File: config.mk
export PLATFORM = sky130hd
export DESIGN_NAME = ram_burst_reader
export DESIGN_NICKNAME = d
export VERILOG_FILES = /design/src/rtl/ram_burst_reader.sv
export SDC_FILE = /design/constraint.sdc
export NUM_CORES = 1
export LEC_CHECK = 0
export ABC_AREA = 1
export CAP_MARGIN = 20
export CORE_MARGIN = 4
export CORE_UTILIZATION = 55
export DETAILED_ROUTE_END_ITERATION = 8
export PLACE_DENSITY = 0.82
export SETUP_SLACK_MARGIN = 0.3
export SYNTH_ARGS = -nofsm -noshare
export SYNTH_HDL_FRONTEND = slang
export SYNTH_SLANG_ARGS = --single-unit
File: constraint.sdc
create_clock -name clk -period 3.48 [get_ports clk]
set_input_delay 0.87 -clock clk [delete_from_list [all_inputs] [get_ports clk]]
set_output_delay 0.87 -clock clk [all_outputs]
set_load 0.05 [all_outputs]
File: src/rtl/ram_burst_reader.sv
// ram_burst_reader
//   Read-side master for one port of a true dual-port block RAM. It fetches
//   a burst of consecutive words from a start address and presents them as
//   a valid/ready stream. The RAM's fixed read latency (1 or 2 cycles) is
//   absorbed by a tagged in-flight pipe and a small skid FIFO.
//
// Parameters
//   DATA_WIDTH    RAM word width
//   ADDR_WIDTH    RAM address width (depth = 2**ADDR_WIDTH)
//   READ_LATENCY  RAM read latency, 1 (no output register) or 2 (output register)
//
// Ports
//   clk, rstn            clock, synchronous active-low reset
//   start                burst request, only honoured while busy=0
//   start_addr, length   first address and word count (0..2**ADDR_WIDTH)
//   busy, done           burst in progress / one-cycle completion pulse
//   ram_addr, ram_we     RAM port address (registered) and write enable (always 0)
//   ram_dout             RAM port read data
//   m_valid/m_ready      output stream handshake
//   m_data, m_last       stream data and final-beat marker
module ram_burst_reader #(
    parameter int DATA_WIDTH   = 8,
    parameter int ADDR_WIDTH   = 9,
    parameter int READ_LATENCY = 1
) (
    input  logic                  clk,
    input  logic                  rstn,
    input  logic                  start,
    input  logic [ADDR_WIDTH-1:0] start_addr,
    input  logic [ADDR_WIDTH:0]   length,
    output logic                  busy,
    output logic                  done,
    output logic [ADDR_WIDTH-1:0] ram_addr,
    output logic                  ram_we,
    input  logic [DATA_WIDTH-1:0] ram_dout,
    output logic                  m_valid,
    input  logic                  m_ready,
    output logic [DATA_WIDTH-1:0] m_data,
    output logic                  m_last
);

    localparam int FIFO_DEPTH = READ_LATENCY + 2;
    localparam int PTR_W      = $clog2(FIFO_DEPTH);
    localparam int CNT_W      = $clog2(FIFO_DEPTH + 1);

    localparam logic [ADDR_WIDTH:0]   LEN_ONE   = 1;
    localparam logic [ADDR_WIDTH-1:0] ADDR_ONE  = 1;
    localparam logic [PTR_W-1:0]      PTR_ONE   = 1;
    localparam logic [PTR_W-1:0]      PTR_LAST  = PTR_W'(FIFO_DEPTH - 1);
    localparam logic [CNT_W-1:0]      CNT_ONE   = 1;
    localparam logic [3:0]            OCC_LIMIT = 4'(FIFO_DEPTH);

    typedef enum logic [1:0] {
        S_IDLE  = 2'd0,
        S_READ  = 2'd1,
        S_DRAIN = 2'd2,
        S_DONE  = 2'd3
    } state_t;

    state_t                  r_state;
    state_t                  w_state_nxt;

    logic [ADDR_WIDTH-1:0]   r_addr;
    logic [ADDR_WIDTH:0]     r_remaining;

    // Stage 0 tags the address currently on ram_addr; stage READ_LATENCY
    // tags the word currently on ram_dout, which is pushed at this edge.
    logic [READ_LATENCY:0]   r_vld_pipe;
    logic [READ_LATENCY:0]   r_last_pipe;

    logic [DATA_WIDTH-1:0]   r_fifo_data [FIFO_DEPTH];
    logic                    r_fifo_last [FIFO_DEPTH];
    logic [PTR_W-1:0]        r_wr_ptr;
    logic [PTR_W-1:0]        r_rd_ptr;
    logic [CNT_W-1:0]        r_fifo_cnt;

    logic                    w_accept;
    logic                    w_first;
    logic                    w_issue_rd;
    logic                    w_issue;
    logic                    w_issue_last;
    logic                    w_push;
    logic                    w_pop;
    logic [3:0]              w_occ;

    function automatic logic [PTR_W-1:0] ptr_inc(input logic [PTR_W-1:0] p);
        return (p == PTR_LAST) ? '0 : p + PTR_ONE;
    endfunction

    assign w_pop  = m_valid && m_ready;
    assign w_push = r_vld_pipe[READ_LATENCY];

    // Words already committed to arrive (tagged in the pipe) plus words held,
    // net of the one leaving this edge. Keeping this below the FIFO depth
    // before issuing guarantees every issued word has a slot even if m_ready
    // stays low forever, while still allowing one issue per cycle when the
    // consumer drains one per cycle.
    assign w_occ = 4'($countones(r_vld_pipe)) + 4'(r_fifo_cnt) - 4'(w_pop);

    // A start is only seen while not busy; the first read goes out on the
    // acceptance edge so the address is on the bus in the next cycle.
    assign w_accept     = start && ((r_state == S_IDLE) || (r_state == S_DONE));
    assign w_first      = w_accept && (length != '0);
    assign w_issue_rd   = (r_state == S_READ) && (r_remaining != '0) && (w_occ < OCC_LIMIT);
    assign w_issue      = w_first || w_issue_rd;
    assign w_issue_last = w_first ? (length == LEN_ONE) : (r_remaining == LEN_ONE);

    always_comb begin
        w_state_nxt = r_state;
        case (r_state)
            S_IDLE, S_DONE: begin
                if (w_accept)
                    w_state_nxt = (length == '0) ? S_DONE : S_READ;
                else if (r_state == S_DONE)
                    w_state_nxt = S_IDLE;
            end
            S_READ: begin
                if ((r_remaining == '0) || (w_issue_rd && (r_remaining == LEN_ONE)))
                    w_state_nxt = S_DRAIN;
            end
            S_DRAIN: begin
                // The last-tagged word is the final one issued, so once it is
                // handed over nothing remains in flight or in the FIFO.
                if (w_pop && m_last)
                    w_state_nxt = S_DONE;
            end
            default: w_state_nxt = S_IDLE;
        endcase
    end

    always_ff @(posedge clk) begin
        if (!rstn) begin
            r_state     <= S_IDLE;
            r_addr      <= '0;
            r_remaining <= '0;
            r_vld_pipe  <= '0;
            r_last_pipe <= '0;
            r_wr_ptr    <= '0;
            r_rd_ptr    <= '0;
            r_fifo_cnt  <= '0;
            for (int i = 0; i < FIFO_DEPTH; i++) begin
                r_fifo_data[i] <= '0;
                r_fifo_last[i] <= 1'b0;
            end
        end else begin
            r_state <= w_state_nxt;

            // ram_addr holds when idle; the RAM keeps reading it, but those
            // words carry no tag and are never captured.
            if (w_issue) begin
                r_addr      <= w_first ? start_addr : r_addr + ADDR_ONE;
                r_remaining <= w_first ? length - LEN_ONE : r_remaining - LEN_ONE;
            end

            r_vld_pipe  <= {r_vld_pipe[READ_LATENCY-1:0], w_issue};
            r_last_pipe <= {r_last_pipe[READ_LATENCY-1:0], w_issue && w_issue_last};

            if (w_push) begin
                r_fifo_data[r_wr_ptr] <= ram_dout;
                r_fifo_last[r_wr_ptr] <= r_last_pipe[READ_LATENCY];
                r_wr_ptr              <= ptr_inc(r_wr_ptr);
            end
            if (w_pop)
                r_rd_ptr <= ptr_inc(r_rd_ptr);

            case ({w_push, w_pop})
                2'b10:   r_fifo_cnt <= r_fifo_cnt + CNT_ONE;
                2'b01:   r_fifo_cnt <= r_fifo_cnt - CNT_ONE;
                default: r_fifo_cnt <= r_fifo_cnt;
            endcase
        end
    end

    assign busy     = (r_state == S_READ) || (r_state == S_DRAIN);
    assign done     = (r_state == S_DONE);
    assign ram_addr = r_addr;
    assign ram_we   = 1'b0;
    assign m_valid  = (r_fifo_cnt != '0);
    assign m_data   = r_fifo_data[r_rd_ptr];
    assign m_last   = m_valid && r_fifo_last[r_rd_ptr];

endmodule

==> Yosys cells after proc, flatten, opt, wreduce, memory -nomap -nowiden <==
Memory sizes are Yosys's and may differ from the RTL's. A register that Yosys moved wholly into a read port is not among the register bits.
Index checks and enable logic that the tools add are counted.
{ "classes": {"mux": 26, "add_sub_neg": 10, "order_cmp": 1, "eq_ne": 12, "reduce_logical": 24} }
{ "op_table": {"columns": ["cell", "count"], "rows": [
  ["2-to-1 mux 2 bit", 13],
  ["== test 10 x 1 -> 1 bit (second input constant)", 2],
  ["zero test 10 bit", 2],
  ["nonzero test 10 bit", 2],
  ["subtractor 10 x 1 -> 10 bit (second input constant)", 2],
  ["== test 2 bit (second input constant)", 5],
  ["2-to-1 mux 10 bit", 1],
  ["adder 9 x 1 -> 9 bit (second input constant)", 1],
  ["logical AND 1 bit", 9],
  ["2-to-1 mux 9 bit", 1],
  ["2-to-1 mux 1 bit", 8],
  ["2-to-1 mux 8 bit", 1],
  ["OR reduction 8 bit", 1],
  ["adder 2 x 1 -> 2 bit (second input constant)", 3],
  ["one-hot mux 2 bit (3 select lines)", 1],
  ["== test 2 x 1 -> 1 bit (second input constant)", 2],
  ["logical OR 1 bit", 4],
  ["< comparator 4 x 2 -> 1 bit (second input constant)", 1],
  ["one-hot mux 2 bit (2 select lines)", 1],
  ["nonzero test 2 bit", 2],
  ["subtractor 3 x 1 -> 4 bit", 1],
  ["adder 2 x 2 -> 3 bit", 1],
  ["inequality test 3 bit (second input constant)", 1],
  ["AND reduction 3 bit", 1],
  ["other kinds (7)", 7]
]} }
{ "totals": {"word_cells": 83, "register_bits": 31, "ramBits": 27, "out_inout_bits": 22, "in_bits": 31, "memories": 2} }
{ "mem_list": {"columns": ["memory", "words", "word_bits", "read_ports", "rd_clocked_by_memory_dff", "write_ports", "line", "source"], "rows": [
  ["r_fifo_data", 3, 8, 1, 1, 3, "71", "logic [DATA_WIDTH-1:0] r_fifo_data [FIFO_DEPTH];"],
  ["r_fifo_last", 3, 1, 1, 1, 3, "72", "logic r_fifo_last [FIFO_DEPTH];"]
]} }

==> Logic depth before layout (Yosys ltp) <==
Gate-level depths: netlist of the first run.
{ "depth": {"word_depth": 9, "depth_mapped": 13, "mapped_depth_nobuf": 12} }

==> Worst setup path after synthesis of the first run <==
Ideal clock, no wire load.
{ "synth_path": {"kind": "input -> register", "start": "in m_ready", "end": "reg r_remaining[8]", "setup_time_ns": 0.070, "required_ns": 3.410, "path_buffers": 1, "setup_slack_ns": 0.370, "arrival_ns": 3.039, "cell_stages": 12, "cell_sequence": "o21a_1 -> ha_1 -> fa_1 -> fa_1 -> or2_2 -> nand2_1 -> nor2_1 -> nand3_2 -> nand2_2 -> buf_4 -> nand3_1 -> a21oi_1"} }
{ "synth_via": {"elab_chain_cells": 5} }
{ "synth_lines": {"columns": ["element", "line", "source"], "rows": [
  ["from (decl)", "37", "input logic m_ready,"],
  ["logical AND 1 bit", "90", "assign w_pop = m_valid && m_ready;"],
  ["subtractor 3 x 1 -> 4 bit", "98", "assign w_occ = 4'($countones(r_vld_pipe)) + 4'(r_fifo_cnt) - 4'(w_pop);"],
  ["< comparator 4 x 2 -> 1 bit", "104", "assign w_issue_rd = (r_state == S_READ) && (r_remaining != '0) && (w_occ < OCC_LIMIT);"],
  ["logical AND 1 bit", "104", null],
  ["logical OR 1 bit", "105", "assign w_issue = w_first || w_issue_rd;"],
  ["to (signal assigned)", "152", "r_remaining <= w_first ? length - LEN_ONE : r_remaining - LEN_ONE;"],
  ["to (decl)", "64", "logic [ADDR_WIDTH:0] r_remaining;"]
]} }
No other way between the ends.
A chain may end at the register's enable or synchronous reset.

==> results of run 1 <==
what timing repair did:
item | CTS | global route
endpoints found under the setup margin | 23 | 28
resized for setup | 10 | 12
pin swaps | 0 | 6
buffers inserted | 1 | 0
layout by cell type, fill, tap and decap left out, types with 3 or more instances in the layout:
cell	netlist	final
buf_4	4	12
xor2_1	9	9
clkbuf_8	0	9
dfxtp_1	36	36
o21ai_1	7	8
clkdlybuf4s50_1	0	49
nor3_1	3	3
inv_6	0	4
nand2_1	97	96
nand3_1	41	40
nand2_2	3	3
ha_1	11	10
nor2_2	3	5
buf_6	3	4
nor2_1	73	71
o21ai_0	36	34
a21oi_2	1	5
inv_1	53	51
a21oi_1	19	15
edfxtp_1	33	33
xnor2_1	7	7
o22ai_1	8	8
critical path, stage by stage (launching register included):
cell and delay [ps]:
dfxtp_1 420, inv_1 260, o21ai_0 160, o22ai_1 150
clkdlybuf4s50_1 840
final timing paths:
path,startpoint,to,slack [ps]
worst max register to register,r_fifo_cnt[0],r_remaining[6],710
worst min register to register,r_last_pipe[0],r_last_pipe[1],420
worst max-delay path,flop,m_data[0],430
worst min-delay path,r_last_pipe[0],r_last_pipe[1],420
cells by family after synthesis:
group | count (synthesis)
AO/OA/AOI/OAI | 76
XOR/XNOR | 16
adder cells (fa/ha/maj) | 13
buffers and inverters | 72
flip-flops | 69
other | 1
AND/OR/NAND/NOR | 229
sequential cells by signal (all words and copies together), names as in the netlist, named ones only:
signal / cells
r_state: 2
r_remaining: 10
r_wr_ptr: 2
r_fifo_last: 4
ram_addr: 9
r_vld_pipe: 2
r_rd_ptr: 2
r_last_pipe: 2
r_fifo_cnt: 2
r_fifo_data: 32
cell type report:
cell class                      instances  share of cell area
Clock inverter                          7             0.02211
Multi-Input combinational cell        335              0.3768
Sequential cell                        69              0.3689
Tap cell                               77             0.02077
Timing Repair Buffer                   67              0.1402
Inverter                               54             0.04450
Clock buffer                            9             0.02670
routing by layer:
| layer | global-route usage | routed length, um | vias to the layer above |
|---|---|---|---|
| met1 | 0.2637 | 3644 | 1559 |
| met4 | 0.06633 | 102 | 0 |
| met5 | 0 | 0 | - |
| met3 | 0.05250 | 448 | 13 |
| li1 | - | - | 1665 |
| met2 | 0.3871 | 4404 | 97 |
stage by stage:
step / setup TNS, ps / setup WS (ps)
after floorplan: 0 / 370.2
after global placement: -2230 / -137.6
after detailed placement: -3578 / -208.1
after CTS: 0 / 301.9
after global routing: 0 / 333.3
final: 0 / 429.1
power groups by stage:
stage                     registers (uW)  clock network [uW]  logic, uW
after floorplan                     1280                   0       1400
after global placement              1190                   0       2010
after detailed placement            1190                   0       2070
after CTS                           1170                 756       2150
after global routing                1210                 799       2410
final                               1180                 757       2190
==> flow_summary.ini, run 1 <==
[outcome]
status = finished clean

[timing]
rsz0062_at_grt = false
hold_viol_final = 0
post-route-min-period_ps = 3051
max_slew_margin = 0.5927
drv_slew = 0
tightest_slew_ps = 607.2
fin_worst_skew_ps = 12.70
whs_ps = 422.3
fin_crit_sh = 0.8767
setup_viol = 0
fmax_ghz = 0.3278

[die]
die_area_mm2 = 0.008146
initial_utilization = 0.5761
fp.dieH_um = 90.26
boundaryPins = 53
placement_rows = 29
die_x_um = 90.26
core_mm2 = 0.006459

[placement]
hpwl_um = 6077
dp_cells = 601
gp_congestion = 0.8389
port_buffers = 51
place_area_mm2 = 0.004330

[power_and_ir_drop]
power.density_mw_per_mm2 = 888.5
p_int_uw = 2250
swShare = 0.4542
power.leakage_uw = 0.001987
p_comb_frac = 0.531
switching_power_uw = 1872
seq_power_share = 0.286
ir_drop_uv = 534.9
clkPwrFrac = 0.184
power.total_uw = 4122

[logic_synthesis]
ys_ff_latch = 69
synthArstFlopShare = 0
synth_compound_area_frac = 0.1096
netlist_top_cells_count = nand2_1, nor2_1, inv_1
syn_nets = 520
synth_xor_area_frac = 0.03766
synth-edff-count = 33
synthAdderAreaFrac = 0.04775
synth_top_area_share = 0.2663
synth_top_family_by_area = simple AND/OR/NAND/NOR gates
postSynthAreaPerCell_um2 = 7.817
synth.most_common_cell = nand2_1
ys_seq_area_frac = 0.4600
synth_flop_cell = dfxtp_1
syn_area_mm2 = 0.003721
ys_warn_count = 0
yosys.area.top_type = edfxtp_1
synthCells = 476
synthTopCellsByArea = edfxtp_1, dfxtp_1, nand2_1
yosys.area_share.simple = 0.2599
synth_mux_area_frac = 0
synth_cell_types = 37

[layout]
design_area_mm2 = 0.004639
fillerInstances = 483
final_nets = 580
final_util = 0.7183
multiInputGateArea_mm2 = 0.001748
sequential_cell_area_mm2 = 0.001712
stdcell_count = 618
area_delta_synth_final_pct = 24.68
n_antenna_cell = 0
layout-drive-gt1-share = 0.1035

[clocking]
numCtsBuffers = 9
clock_path_buffers = 2
clock_sinks = 69
cts_tree = yes
htree_levels = 3
clock_latency_ps = 360
path_clk_slew_ps = 80
cts-root-buf = clkbuf_8
cts_hold_buf = 0

[worst_setup_path]
critPathLaunchType = flop
ff2ff_path_depth = 12
crit_type = flop to output port
critPathArrivalTime_ps = 2180
critPathCaptureType = output port
worstPathRequired_ps = 2610
worst-path-max-fanout = 10

[detailed_routing]
ant_nets = 0
finalWirelength_um = 8599
drcViolationCount = 0
vias_per_cell = 5.395
drt_iter0_drc = 185
routedWlPerCell_um = 13.91
num_vias = 3334
dr.pass1.iters = 4

[grt]
grt_max_degree = 37
grt_pass1_wl_um = 14570
grt-ovfl-total = 0
grt_pass1_vias = 3232
antenna_found_initial = 0
grt_use_total = 0.2190

[hold_path]
hold_class = flop to flop
hold_depth = 2

[flow_run]
max_cap_violations = 0
Power figures use the tool's default switching activity.
==> run 2: changes to the inputs <==
CORE_MARGIN = not set   (was 4)
==> flow_summary.ini, run 2 (synthesis results as in run 1) <==
[layout]
area_delta_synth_final_pct = 25.66
top_register = r_fifo_data
final_nets = 585
final_cell_mix = nand2_1, nor2_1, inv_1
layout-drive-gt1-share = 0.1081
design_area_mm2 = 0.004676
final_util = 0.7280
fillerInstances = 489
largest_reg_flops = 32
final_common_cell = nand2_1
n_antenna_cell = 0

[detailed_routing]
drt_iter0_drc = 213
drcViolationCount = 5
finalWirelength_um = 8611
routedWlPerCell_um = 13.82
dr.pass1.iters = 7
num_vias = 3370
ant_nets = 0
vias_per_cell = 5.409

[die]
core_mm2 = 0.006422
die_x_um = 84.26
initial_utilization = 0.5794
placement_rows = 29
die_area_mm2 = 0.007099
fp.dieH_um = 84.26
boundaryPins = 53

[clocking]
cts_tree = yes
htree_levels = 3
cts_hold_buf = 0
clock_path_buffers = 2
cts-root-buf = clkbuf_8
path_clk_slew_ps = 80
clock_sinks = 69
clock_latency_ps = 350
numCtsBuffers = 9

[power_and_ir_drop]
switching_power_uw = 1912
p_int_uw = 2218
swShare = 0.4629
seq_power_share = 0.285
power.total_uw = 4130
power.leakage_uw = 0.001984
p_comb_frac = 0.555
ir_drop_uv = 619.5
clkPwrFrac = 0.160
power.density_mw_per_mm2 = 883.2

[grt]
antenna_found_initial = 0
grt-ovfl-total = 0
grt_pass1_vias = 3194
grt_max_degree = 37
grt_use_total = 0.2519
grt_pass1_wl_um = 14030

[placement]
post-place-ws_ps = -231.8
place_area_mm2 = 0.004323
hpwl_um = 5963
port_buffers = 51
gp_congestion = 0.8393

[timing]
fin_worst_skew_ps = 8.688
drv_slew = 0
hold_viol_final = 0
tightest_slew_ps = 554.5
post-route-min-period_ps = 3064
rsz0062_at_grt = false
max_slew_margin = 0.6280
setup_viol = 0
setup_ws_ps = 415.5
fin_crit_sh = 0.8806
fmax_ghz = 0.3263
setup-tns-final_ps = 0

[worst_setup_path]
crit_type = flop to output port
critPathCaptureType = output port
crit_path_end = m_last
ff2ff_path_depth = 12
worstPathRequired_ps = 2610
critPathArrivalTime_ps = 2190
rrSetupSlack_ps = 650
critPathLaunchType = flop
r2r-end = r_remaining[7]
worst_r2r_startpoint = r_fifo_cnt[1]
worst-path-max-fanout = 18

[hold_path]
hold_class = flop to flop

[outcome]
violations = DRC
status = complete, but fails checks

[flow_run]
max_cap_violations = 0
[run 2: worst max-delay path, cell delays in order (launching register included)]
cell	delay, ps
dfxtp_1	390
clkinvlp_4	290
nand2_1	150
nand3_1	110
and3_1	200
clkdlybuf4s50_1	690
[run 2: stage by stage]
stage	hold WS, ps	cells
6_report	423.6	623
5_1_grt	447.5	623
4_1_cts	427.8	618
3_5_place_dp	408.9	600
3_3_place_gp	408.5	600
2_1_floorplan	390.5	476
[run 2: power groups by stage]
stage | Sequential [uW] | Combinational (uW) | Clock [uW]
after global placement | 1180 | 1980 | 0
after global routing | 1190 | 2510 | 708
final | 1180 | 2290 | 660
after floorplan | 1280 | 1400 | 0
after detailed placement | 1180 | 2040 | 0
after CTS | 1170 | 2150 | 660
[run 2: worst min-delay path by stage]
stage / start / end / slack (ps) / cells after the start
3_5_place_dp: r_last_pipe[0] / r_last_pipe[1] / 410 / 2
3_3_place_gp: r_last_pipe[0] / r_last_pipe[1] / 410 / 2
5_1_grt: r_last_pipe[0] / r_last_pipe[1] / 450 / 2
6_report: r_last_pipe[0] / r_last_pipe[1] / 420 / 2
4_1_cts: r_last_pipe[0] / r_last_pipe[1] / 430 / 2
2_1_floorplan: r_last_pipe[0] / r_last_pipe[1] / 390 / 2
[run 2: per-layer routing]
layer,GRT usage,vias to the layer above,wire length [um]
met5,0,-,0
met4,0.1160,0,164
met3,0.04818,16,444
met2,0.4560,110,4439
met1,0.2873,1565,3563
li1,-,1679,-
[run 2: layout make-up]
class	instances	area [um2]	share of cell area
Clock inverter	7	75.07	0.01606
Clock buffer	9	123.9	0.02649
Inverter	54	206.4	0.04415
Tap cell	77	96.34	0.02060
Timing Repair Buffer	72	686.9	0.1469
Sequential cell	69	1712	0.3661
Multi-Input combinational cell	335	1775	0.3797
[run 2: timing repair]
action | 4_1_cts | 5_1_grt
setup buffers | 1 | 4
pin swaps | 1 | 9
cloned | 1 | 1
gates resized for setup | 13 | 12
setup endpoints to repair | 21 | 26
